==> src/rtl/fec_block_sequencer_ble.sv <==
// fec_block_sequencer_ble
//   Feeds a BLE payload, one bit per cycle, into the bit-serial (15,10) shortened
//   Hamming encoder. Payload bytes arrive on a valid/ready stream and are sent
//   LSB-first in code blocks of DATA_BITS bits. The last block is zero-padded.
//   After every block the encoder valid is held low for GAP_CYCLES cycles, so the
//   encoder can shift out parity and clear itself.
//
// Ports
//   clk, reset            system clock, synchronous active-high reset
//   start, payload_len    start pulse (sampled in IDLE only), length in bytes
//   byte_in, byte_valid   payload byte stream
//   byte_ready            the sequencer accepts a byte this cycle
//   enc_data_in           serial bit to the encoder (0 whenever enc_valid_in is 0)
//   enc_valid_in          encoder valid_in
//   busy                  high from an accepted non-empty start until done
//   done                  one-cycle pulse when the payload is fully sequenced
//   blocks_sent           completed code blocks of the current or last payload
//
// Every output is a flop. Where a flop has to reflect the state of the same
// cycle, it is loaded from the next-state values.
module fec_block_sequencer_ble #(
  parameter int LEN_W      = 8,
  parameter int DATA_BITS  = 10,
  parameter int GAP_CYCLES = 6
) (
  input  logic             clk,
  input  logic             reset,
  input  logic             start,
  input  logic [LEN_W-1:0] payload_len,
  input  logic [7:0]       byte_in,
  input  logic             byte_valid,
  output logic             byte_ready,
  output logic             enc_data_in,
  output logic             enc_valid_in,
  output logic             busy,
  output logic             done,
  output logic [LEN_W:0]   blocks_sent
);

  localparam int BITS_W = LEN_W + 3;
  localparam int BLK_W  = $clog2(DATA_BITS + 1);
  localparam int GAP_W  = (GAP_CYCLES > 1) ? $clog2(GAP_CYCLES) : 1;
  localparam logic [BLK_W-1:0] BLK_LAST = BLK_W'(DATA_BITS - 1);
  localparam logic [GAP_W-1:0] GAP_LAST = GAP_W'(GAP_CYCLES - 1);

  typedef enum logic [2:0] {IDLE, FEED, PAD, GAP, DONE} state_t;

  state_t            state, state_nxt;
  logic [BITS_W-1:0] bits_left;
  logic [LEN_W-1:0]  bytes_left, bytes_left_nxt;
  logic [7:0]        shreg;
  logic [2:0]        bit_idx;
  logic              full, full_nxt;
  logic [BLK_W-1:0]  blk_bit;
  logic [GAP_W-1:0]  gap_cnt;

  logic enc_data_nxt, enc_valid_nxt, busy_nxt, done_nxt, byte_ready_nxt;

  logic accept, emit_buf, emit_new, emit, emit_bit;
  logic blk_end, last_bit, start_ok, len_zero, gap_entry;

  // A new byte is only accepted while the buffer is empty. Its bit 0 goes
  // straight to the output flop, so the stream has no bubble between bytes.
  assign accept    = byte_valid && byte_ready;
  assign emit_buf  = (state == FEED) && full;
  assign emit_new  = (state == FEED) && !full && accept;
  assign emit      = emit_buf || emit_new;
  assign emit_bit  = full ? shreg[0] : byte_in[0];
  assign blk_end   = (blk_bit == BLK_LAST);
  assign last_bit  = (bits_left == BITS_W'(1));
  assign start_ok  = (state == IDLE) && start;
  assign len_zero  = (payload_len == '0);
  assign gap_entry = (state_nxt == GAP) && (state != GAP);

  always_ff @(posedge clk) begin
    if (reset) state <= IDLE;
    else       state <= state_nxt;
  end

  // A block that ends on the last payload bit goes straight to GAP, with no pad.
  always_comb begin
    state_nxt = state;
    case (state)
      IDLE: if (start) state_nxt = len_zero ? DONE : FEED;
      FEED: begin
        if (emit) begin
          if (blk_end)       state_nxt = GAP;
          else if (last_bit) state_nxt = PAD;
        end
      end
      PAD:  if (blk_end) state_nxt = GAP;
      GAP: begin
        if (gap_cnt == GAP_LAST) state_nxt = (bits_left != '0) ? FEED : DONE;
      end
      DONE:    state_nxt = IDLE;
      default: state_nxt = IDLE;
    endcase
  end

  always_comb begin
    full_nxt       = full;
    bytes_left_nxt = bytes_left;
    if (start_ok) begin
      full_nxt       = 1'b0;
      bytes_left_nxt = payload_len;
    end else begin
      if (accept)                        bytes_left_nxt = bytes_left - LEN_W'(1);
      if (emit_buf && (bit_idx == 3'd7)) full_nxt = 1'b0;
      if (emit_new)                      full_nxt = 1'b1;
    end
  end

  always_comb begin
    enc_data_nxt  = 1'b0;
    enc_valid_nxt = 1'b0;
    busy_nxt      = 1'b0;
    done_nxt      = 1'b0;
    case (state)
      IDLE: busy_nxt = start && !len_zero;
      FEED: begin
        busy_nxt = 1'b1;
        if (emit) begin
          enc_valid_nxt = 1'b1;
          enc_data_nxt  = emit_bit;
        end
      end
      PAD: begin
        busy_nxt      = 1'b1;
        enc_valid_nxt = 1'b1;
      end
      GAP:     busy_nxt = 1'b1;
      DONE:    done_nxt = 1'b1;
      default: busy_nxt = 1'b0;
    endcase
    byte_ready_nxt = (state_nxt == FEED) && !full_nxt && (bytes_left_nxt != '0);
  end

  always_ff @(posedge clk) begin
    if (reset) begin
      enc_data_in  <= 1'b0;
      enc_valid_in <= 1'b0;
      busy         <= 1'b0;
      done         <= 1'b0;
      byte_ready   <= 1'b0;
    end else begin
      enc_data_in  <= enc_data_nxt;
      enc_valid_in <= enc_valid_nxt;
      busy         <= busy_nxt;
      done         <= done_nxt;
      byte_ready   <= byte_ready_nxt;
    end
  end

  always_ff @(posedge clk) begin
    if (reset) begin
      bits_left   <= '0;
      bytes_left  <= '0;
      bit_idx     <= '0;
      full        <= 1'b0;
      blk_bit     <= '0;
      gap_cnt     <= '0;
      blocks_sent <= '0;
    end else begin
      full       <= full_nxt;
      bytes_left <= bytes_left_nxt;
      if (start_ok) begin
        bits_left   <= {payload_len, 3'b000};
        blocks_sent <= '0;
        blk_bit     <= '0;
      end
      if (emit_buf) bit_idx   <= bit_idx + 3'd1;
      if (emit_new) bit_idx   <= 3'd1;
      if (emit)     bits_left <= bits_left - BITS_W'(1);
      if (gap_entry) begin
        blk_bit <= '0;
        gap_cnt <= '0;
        if (blocks_sent != '1) blocks_sent <= blocks_sent + (LEN_W+1)'(1);
      end else if (emit || (state == PAD)) begin
        blk_bit <= blk_bit + BLK_W'(1);
      end
      if (state == GAP) gap_cnt <= gap_cnt + GAP_W'(1);
    end
  end

  // Byte shift register: pure data. Whether its contents mean anything is
  // tracked only by full/bit_idx.
  always_ff @(posedge clk) begin
    if (emit_buf) shreg <= shreg >> 1;
    if (emit_new) shreg <= byte_in >> 1;
  end

endmodule
==> config.mk <==
export PLATFORM = sky130hd
export DESIGN_NAME = fec_block_sequencer_ble
export DESIGN_NICKNAME = d
export VERILOG_FILES = /design/src/rtl/fec_block_sequencer_ble.sv
export SDC_FILE = /design/constraint.sdc
export NUM_CORES = 1
export LEC_CHECK = 0
export CORE_ASPECT_RATIO = 0.75
export CORE_MARGIN = 2
export CORE_UTILIZATION = 56
export DETAILED_ROUTE_END_ITERATION = 8
export HOLD_SLACK_MARGIN = 0.08
export PLACE_DENSITY_LB_ADDON = 0.3
export SLEW_MARGIN = 15
export SYNTH_ARGS = -nofsm -noshare
export SYNTH_HDL_FRONTEND = slang
export SYNTH_SLANG_ARGS = --single-unit
==> constraint.sdc <==
create_clock -name clk -period 2.6 [get_ports clk]
set_input_delay 0.26 -clock clk [delete_from_list [all_inputs] [get_ports clk]]
set_output_delay 0.26 -clock clk [all_outputs]
set_load 0.03 [all_outputs]
==> flow_summary_export.csv, run 1 <==
group,metric,value,unit
run_status,outcome,"finished, final reports clean",
pwr,power,1.64,mW
critical_path,crit_path_end_kind,"flop",
synthesis,synthCells,326,
pwr,peakVddDrop,0.000283,V
floorplan,num_rows,22,
route,route.detailed.drc,0,
synthesis,synth.cell_area,2870,µm²
clocking,clock_sinks,54,
critical_path,worstPathCellList,"nor4_2, and4_1, a311oi_2, o21bai_2, buf_4, mux2_2, nor2_1",
run,drv_cap,0,
timing,final.period_utilization,89.4,%
critical_path,path_depth,7,
critical_path,crit_required,2.83,ns
critical_path,startpoint_type,"flop",
critical_path,arrival,2.56,ns
route,postRouteWirelength,6.57,mm
min_path,min_path_type,"reg2reg",
place,place.gp.congestion,0.926,
timing,drv_slew,0,
synthesis,yosys_register_bits,54,
clocking,ctsHoldBuffers,0,
critical_path,critPathKind,"reg2reg",
pwr,power_leakage,1.26,nW
floorplan,core-area,4900,µm²
floorplan,io_pins,34,
global_route,grt_use_total,24.7,%
cells_and_area,utilization,69.4,%
clocking,cts_tree,"yes",
critical_path,r2r-start,"bits_left[4]",
place,dp_hpwl,4.77,mm
global_route,grt_max_degree,21,
route,wl_per_cell,15.4,µm
timing,setup_tns,0,ns
clocking,clkTransAtPathRegs,0.09,ns
cells_and_area,final_common_cell,"dfxtp_1",
floorplan,start_util,58.5,%
critical_path,path_delay_family,"simple AND/OR/NAND/NOR gates",
cells_and_area,n_antenna_cell,0,
critical_path,critPathMaxStageDelay,0.40,ns
synthesis,ys_types,61,
synthesis,synth_top_flop_cell,"dfxtp_1",
global_route,grt.overflow.total,0,
global_route,grt_pass1_wl,11.2,mm
timing,setup_viol,0,
clocking,post_cts_resized,0,
route,dr.pass1.iters,4,
clocking,clock_path_buffers,2,
floorplan,die_y,65.9,µm
timing,max_slew_margin,49.9,%
critical_path,crit_start,"bits_left[4]",
clocking,htreeDepth,2,
timing,worst_slew_pin_slew,0.749,ns
timing,fmax,430,MHz
cells_and_area,fin_area,3400,µm²
floorplan,dieArea,5710,µm²
synthesis,syn_nets,358,
synthesis,synth_edf_count,7,
synthesis,seq_area_frac_synth,40.2,%
route,vias_per_cell,6.02,
route,drt-initial-drc-count,150,
critical_path,r2r_cells,7,
clocking,post-cts-setup-buffers,0,
cells_and_area,area_growth,18.6,%
cells_and_area,most-common-layout-cells,"dfxtp_1, nor2_1, clkdlybuf4s50_1",
clocking,clk_latency,0.31,ns
synthesis,async_reset_ff_share,0,%
critical_path,crit_path_max_fanout,11,
global_route,grt_pass1_vias,2452,
synthesis,synth_warnings,0,
global_route,antenna_found_initial,0,
pwr,p_per_area,483,nW/µm²
cells_and_area,drive_above_1_share,11.7,%
route,vias,2566,
floorplan,die_w,86.6,µm
cells_and_area,nets,397,
critical_path,r2r_end,"blocks_sent[0]",
clocking,cts_made_buffers,5,
place,port_buffers,33,
route,antenna_left,0,
timing,hold_viol,0,
timing,finClkSkew,0.0100,ns
critical_path,regToRegSetupSlack,0.28,ns
synthesis,avgSynthCellArea,8.79,µm²
timing,layout_min_cycle_time,2.32,ns
critical_path,cp_slowest_cell,"dfxtp_1",
critical_path,cp_num_buf_inv,1,
clocking,cts-root-buf,"clkbuf_8",
timing,rsz0062_at_grt,"false",
critical_path,cp-endpoint,"blocks_sent[0]",
place,placed_cell_area,3310,µm²
state kept, by name, indices dropped and copies added, names as in the netlist:
register      cells
gap_cnt           3
byte_ready        1
state             3
full              1
done              1
blk_bit           4
bits_left        11
shreg             7
enc_valid_in      1
enc_data_in       1
bytes_left        8
busy              1
blocks_sent       9
bit_idx           3
cells by family after synthesis:
kind of cell,after synthesis,share of synthesized area (%)
simple gates,136,25.2
fa+ha+maj,12,5.24
buf+inv,29,4.32
compound gates,77,18.7
xor+xnor,5,1.53
flops,54,40.2
mux,13,4.85
per-stage QoR:
step	hold slack [ns]	setup slack, ns	std cells
2_1_floorplan	0.396	0.443	326
3_3_place_gp	0.465	0.156	418
3_5_place_dp	0.481	0.0787	418
4_1_cts	0.494	0.169	426
5_1_grt	0.522	0.0398	426
6_report	0.496	0.275	426
cells in the mapped netlist (all sizes together) (5+ instances only):
library cell | n | area (µm²)
mux2 | 7 | 78.8
and2 | 5 | 31.3
nand3 | 9 | 45.0
mux2i | 6 | 60.1
nor3 | 20 | 100
inv | 12 | 45.0
clkbuf | 12 | 45.0
a211oi | 6 | 45.0
dfxtp | 47 | 941
ha | 12 | 150
or4 | 6 | 45.0
nand2 | 23 | 86.3
o21ai | 10 | 61.3
a21oi | 26 | 130
edfxtp | 7 | 210
o311ai | 5 | 43.8
a31oi | 8 | 65.1
buf | 5 | 33.8
nand2b | 6 | 37.5
nor2 | 39 | 146
nand4 | 5 | 31.3
layout make-up:
type,instances,area (µm²)
clock inverters,2,8.76
inverters,12,45.0
multi-input cells,243,1600
repair buffers,49,450
flip-flops and latches,54,1150
clock buffers,6,72.6
fillers,387,1500
well taps,60,75.1
worst min-delay path by stage:
stage                    from             to  slack (ns)  depth (start not counted)
5_1_grt            blk_bit[3]     blk_bit[3]        0.52                          1
2_1_floorplan  payload_len[3]  bytes_left[3]        0.40                          2
6_report           blk_bit[3]     blk_bit[3]        0.50                          1
3_3_place_gp       blk_bit[3]     blk_bit[3]        0.47                          1
4_1_cts            blk_bit[3]     blk_bit[3]        0.49                          1
3_5_place_dp       blk_bit[3]     blk_bit[3]        0.48                          1
power breakdown:
part	leakage, nW	internal [mW]	switching, mW
Combinational	0.771	0.127	0.158
Clock	0.0426	0.186	0.264
Sequential	0.445	0.876	0.0301
Total	1.26	1.19	0.452
per-layer routing:
| layer | GRT usage [%] | vias up | share of wire [%] |
|---|---|---|---|
| met5 | 0 | - | 0 |
| met4 | 7.03 | 0 | 1.0 |
| met3 | 4.00 | 9 | 6.5 |
| met2 | 39.1 | 86 | 44 |
| met1 | 34.8 | 1194 | 48 |
| li1 | - | 1277 | - |
Note: power is estimated with default switching activity, not from simulation.
==> run 2, diff against run 1 <==
CELL_PAD_IN_SITES_DETAIL_PLACEMENT = 0   (was unset)
CELL_PAD_IN_SITES_GLOBAL_PLACEMENT = 1   (was unset)
CORE_UTILIZATION = 42   (was 56)
==> run 2 against run 1 <==
Utilization is 18 points lower. Hold slack worse by 0.0017 ns. Largest power group unchanged. Sequential share of layout area is 0.66 points lower. Clock power is 14% higher. Clock skew is 0.0012 ns higher. Cell area is 2.0% higher. Final cell count is 6.1% higher. Count of clock-buffer cells in the layout is 1 lower. First-iteration DRC count is 21% lower. Sequential power hardly changed. Critical path depth is 1 higher. Critical path type unchanged. Total power is 4.6% higher.
==> flow_summary_export.csv, run 2 (synthesis results as in run 1) <==
group,metric,value,unit
cells_and_area,most-common-layout-cells,"dfxtp_1, nor2_1, clkdlybuf4s50_1",
cells_and_area,nets,399,
global_route,grt_use_total,19.3,%
route,antenna_left,0,
clocking,clkTransAtPathRegs,0.11,ns
clocking,post-cts-setup-buffers,0,
route,drt-initial-drc-count,119,
cells_and_area,regMostFlops,"bits_left",
critical_path,r2r_end,"blocks_sent[0]",
timing,fmax,426,MHz
route,postRouteWirelength,6.83,mm
critical_path,critPathKind,"reg2reg",
clocking,clk_latency,0.32,ns
pwr,power_leakage,1.28,nW
place,port_buffers,33,
timing,rsz0062_at_grt,"false",
min_path,hold_depth,1,
cells_and_area,filler_cell_count,638,
critical_path,regToRegSetupSlack,0.25,ns
critical_path,critPathMaxStageDelay,0.41,ns
timing,fin_ws,0.252,ns
global_route,grt.overflow.total,0,
critical_path,r2r_cells,8,
floorplan,io_pins,34,
floorplan,die_y,75.5,µm
clocking,ctsHoldBuffers,0,
critical_path,r2r-start,"bits_left[5]",
route,vias_per_cell,5.61,
critical_path,cp_slowest_cell,"o21bai_2",
cells_and_area,final_common_cell,"dfxtp_1",
floorplan,dieArea,7510,µm²
timing,setup_tns,0,ns
critical_path,crit_top_cell,"buf_4",
global_route,grt_max_degree,32,
run_status,outcome,"finished, final reports clean",
global_route,grt_pass1_wl,11.4,mm
critical_path,startpoint_type,"flop",
clocking,cts-root-buf,"clkbuf_8",
floorplan,start_util,42.8,%
critical_path,worstPathCellList,"nor4_1, buf_4, and4_1, a311oi_2, o21bai_2, buf_4, mux2_2, nor2_1",
clocking,clock_sinks,54,
cells_and_area,largest_reg_flops,11,
floorplan,core-area,6700,µm²
timing,final.period_utilization,90.3,%
pwr,peakVddDrop,0.000215,V
cells_and_area,top_regs,"bits_left x11, blocks_sent x9, bytes_left x8",
global_route,grt_pass1_vias,2338,
cells_and_area,utilization,51.7,%
timing,drv_slew,0,
pwr,p_per_area,495,nW/µm²
cells_and_area,n_antenna_cell,0,
critical_path,crit_path_max_fanout,13,
route,wl_per_cell,15.1,µm
clocking,cts_made_buffers,5,
run,drv_cap,0,
timing,layout_min_cycle_time,2.35,ns
route,vias,2534,
min_path,min_from,"bit_idx[0]",
place,dp_hpwl,4.94,mm
cells_and_area,drive_above_1_share,12.5,%
timing,hold_viol,0,
timing,max_slew_margin,67.3,%
place,place.gp.congestion,0.920,
critical_path,crit_required,2.87,ns
min_path,whs_endpoint,"bit_idx[0]",
timing,finClkSkew,0.0112,ns
timing,setup_viol,0,
global_route,antenna_found_initial,0,
timing,worst_slew_pin_slew,0.485,ns
route,route.detailed.drc,0,
critical_path,crit_path_end_kind,"flop",
floorplan,num_rows,26,
clocking,clock_path_buffers,2,
place,pre_cts_slack,0.118,ns
min_path,min_path_type,"reg2reg",
clocking,htreeDepth,2,
clocking,cts_tree,"yes",
floorplan,die_w,99.4,µm
route,dr.pass1.iters,4,
critical_path,arrival,2.61,ns
clocking,post_cts_resized,0,
cells_and_area,area_growth,21.0,%
[run 2: power breakdown]
| group | internal (mW) | switching (mW) | total [mW] |
|---|---|---|---|
| registers | 0.876 | 0.0289 | 0.905 |
| clock network | 0.202 | 0.312 | 0.515 |
| logic | 0.135 | 0.161 | 0.297 |
| total | 1.21 | 0.502 | 1.72 |
[run 2: through the flow]
stage	hold WS (ns)	power, mW	instance area (µm²)	cells
3_5_place_dp	0.477	1.22	3370	444
6_report	0.495	1.72	3470	452
4_1_cts	0.495	1.73	3470	452
3_3_place_gp	0.465	1.21	3370	444
2_1_floorplan	0.396	1.10	2870	326
5_1_grt	0.518	1.80	3470	452
[run 2: worst max-delay path, delay by kind of cell, from the launching register on]
kind | cells | cell delay, ns
AOI/OAI and AO/OA | 2 | 0.55
buffers and inverters | 2 | 0.40
DFF | 1 | 0.37
muxes | 1 | 0.33
and+or+nand+nor | 3 | 0.66
[run 2: how the worst max path moves through the flow]
stage | from | end | cells past startpoint
CTS | bits_left[5] | blocks_sent[0] | 8
global route | state[2] | blocks_sent[5] | 7
detailed placement | byte_valid | blocks_sent[5] | 8
finish | bits_left[5] | blocks_sent[0] | 8
global placement | start | blocks_sent[7] | 6
floorplan | blocks_sent[0] | blocks_sent[5] | 10
[run 2: final cells by class]
class	instances	area, µm²	share of cell area, %
repair buffers	51	478	13.8
clock buffers	5	68.8	1.98
well taps	84	105	3.03
flip-flops and latches	54	1150	33.2
inverters	12	45.0	1.30
multi-input cells	243	1590	45.9
clock inverters	3	28.8	0.830
[run 2: layer usage]
layer  vias up  part of all wire (%)  routed length, µm  track usage, %
met5         -                     0                  0               0
met4         0                   1.8                125            7.15
met3        12                   6.2                422            3.94
met2        78                    39               2670            27.9
met1      1164                    53               3620            28.5
li1       1280                     -                  -               -
==> run 3, diff against run 2 <==
--- a/config.mk
+++ b/config.mk
@@ -14,4 +14,5 @@
 export HOLD_SLACK_MARGIN = 0.08
 export PLACE_DENSITY_LB_ADDON = 0.3
+export REMOVE_ABC_BUFFERS = 1
 export SLEW_MARGIN = 15
 export SYNTH_ARGS = -nofsm -noshare
==> constraint.sdc (replaced) <==
create_clock -name clk -period 2.6 [get_ports clk]
set_input_delay 0.26 -clock clk [delete_from_list [all_inputs] [get_ports clk]]
set_output_delay 0.26 -clock clk [all_outputs]
set_load 0.05 [all_outputs]
==> run 3 against run 2 <==
Final cell count grew 0.22%. Count of clock-buffer cells in the layout is the same. First-iteration DRC count grew 34%. Clock power shrank 4.1%. Highest routed layer unchanged. Global-route usage is essentially flat. Routed wire length shrank 1.6%. Hold slack lost 0.0051 ns. Sequential cell count is the same. Die area is the same. Register-to-register slack gained 0.03 ns. Worst setup slack gained 0.033 ns.
==> flow_summary_export.csv, run 3 (synthesis results as in run 1) <==
group,metric,value,unit
run_status,outcome,"finished, final reports clean",
route,drt-initial-drc-count,159,
critical_path,crit_path_end_kind,"flop",
global_route,grt_pass1_vias,2349,
place,place.gp.congestion,0.839,
timing,max_slew_margin,66.8,%
route,dr.pass1.iters,4,
global_route,grt_use_total,19.3,%
place,port_buffers,33,
floorplan,die_w,99.4,µm
cells_and_area,drive_above_1_share,12.5,%
clocking,htreeDepth,2,
route,route.detailed.drc,0,
global_route,grt.overflow.total,0,
timing,setup_tns,0,ns
cells_and_area,regArea,1150,µm²
cells_and_area,fin_area,3470,µm²
global_route,grt_pass1_wl,11.5,mm
clocking,clk_latency,0.32,ns
route,vias_per_cell,5.51,
cells_and_area,multi_input_area,1600,µm²
critical_path,crit_path_max_fanout,14,
floorplan,start_util,42.8,%
critical_path,arrival,2.58,ns
route,postRouteWirelength,6.73,mm
pwr,power_leakage,1.28,nW
pwr,p_per_area,489,nW/µm²
cells_and_area,nets,400,
place,place_inst,445,
cells_and_area,final_common_cell,"dfxtp_1",
timing,fmax,432,MHz
cells_and_area,most-common-layout-cells,"dfxtp_1, nor2_1, clkdlybuf4s50_1",
timing,worst_slew_pin_slew,0.496,ns
place,placed_cell_area,3380,µm²
cells_and_area,utilization,51.8,%
timing,layout_min_cycle_time,2.31,ns
cells_and_area,instances_no_fill,453,
timing,hold_viol,0,
floorplan,die_y,75.5,µm
cells_and_area,largest_reg_flops,11,
pwr,peakVddDrop,0.000219,V
global_route,antenna_found_initial,0,
clocking,cts-root-buf,"clkbuf_8",
floorplan,core-area,6700,µm²
cells_and_area,area_growth,21.2,%
clocking,cts_tree,"yes",
clocking,post-cts-setup-buffers,0,
critical_path,startpoint_type,"flop",
timing,finClkSkew,0.0122,ns
clocking,cts_made_buffers,5,
timing,setup_viol,0,
clocking,clock_sinks,54,
cells_and_area,n_antenna_cell,0,
critical_path,crit_required,2.86,ns
route,vias,2497,
critical_path,critPathKind,"reg2reg",
route,wl_per_cell,14.8,µm
clocking,clkTransAtPathRegs,0.11,ns
min_path,min_path_type,"reg2reg",
timing,rsz0062_at_grt,"false",
clocking,clock_path_buffers,2,
floorplan,num_rows,26,
cells_and_area,regMostFlops,"bits_left",
cells_and_area,top_regs,"bits_left x11, blocks_sent x9, bytes_left x8",
place,dp_hpwl,4.78,mm
global_route,grt_max_degree,44,
timing,drv_slew,0,
run,drv_cap,0,
timing,final.period_utilization,89.0,%
floorplan,io_pins,34,
route,antenna_left,0,
cells_and_area,filler_cell_count,658,
floorplan,dieArea,7510,µm²
==> run 3: metal layers <==
layer	wire length (µm)	global-route usage, %
met1	3620	28.4
met2	2680	29.1
met5	0	0
met4	74	5.48
met3	358	3.49
==> run 3: through the flow <==
stage / hold slack (ns) / worst slack (ns) / power, mW
floorplan: 0.329 / -0.0293 / 1.09
global placement: 0.464 / 0.128 / 1.22
detailed placement: 0.472 / 0.101 / 1.22
CTS: 0.491 / 0.148 / 1.71
global route: 0.513 / 0.116 / 1.79
finish: 0.490 / 0.285 / 1.70
==> run 3: layout make-up <==
class / instances / share of cell area [%]
Inverter: 12 / 1.30
Sequential cell: 54 / 33.1
Multi-Input combinational cell: 243 / 46.0
Clock buffer: 5 / 1.98
Clock inverter: 3 / 0.576
Tap cell: 84 / 3.03
Timing Repair Buffer: 52 / 14.0
==> run 3: worst max-delay path: stages, from the launching register on <==
cell      delay, ns
dfxtp_1        0.36
nor4_1         0.38
buf_4          0.19
and4_1         0.26
a311oi_2       0.16
o21bai_4       0.32
buf_4          0.20
mux2_2         0.32
nor2_1         0.07
==> run 3: path summary, 6_finish.rpt <==
path	from	endpoint	slack (ns)	cells after the start
worst min-delay path	bit_idx[0]	bit_idx[0]	0.49	1
worst max register to register	bits_left[5]	blocks_sent[0]	0.29	8
worst min register to register	bit_idx[0]	bit_idx[0]	0.49	1
worst max-delay path	bits_left[5]	blocks_sent[0]	0.29	8
==> run 3: power breakdown <==
group	internal (mW)	switching, mW	leakage, nW
Clock	0.191	0.304	0.0422
Sequential	0.876	0.0283	0.445
Combinational	0.136	0.166	0.793
==> run 3: timing repair <==
action / in CTS / in global routing
hold buffers: 0 / 0
setup endpoints to repair: 0 / 1
resized for setup: 0 / 1
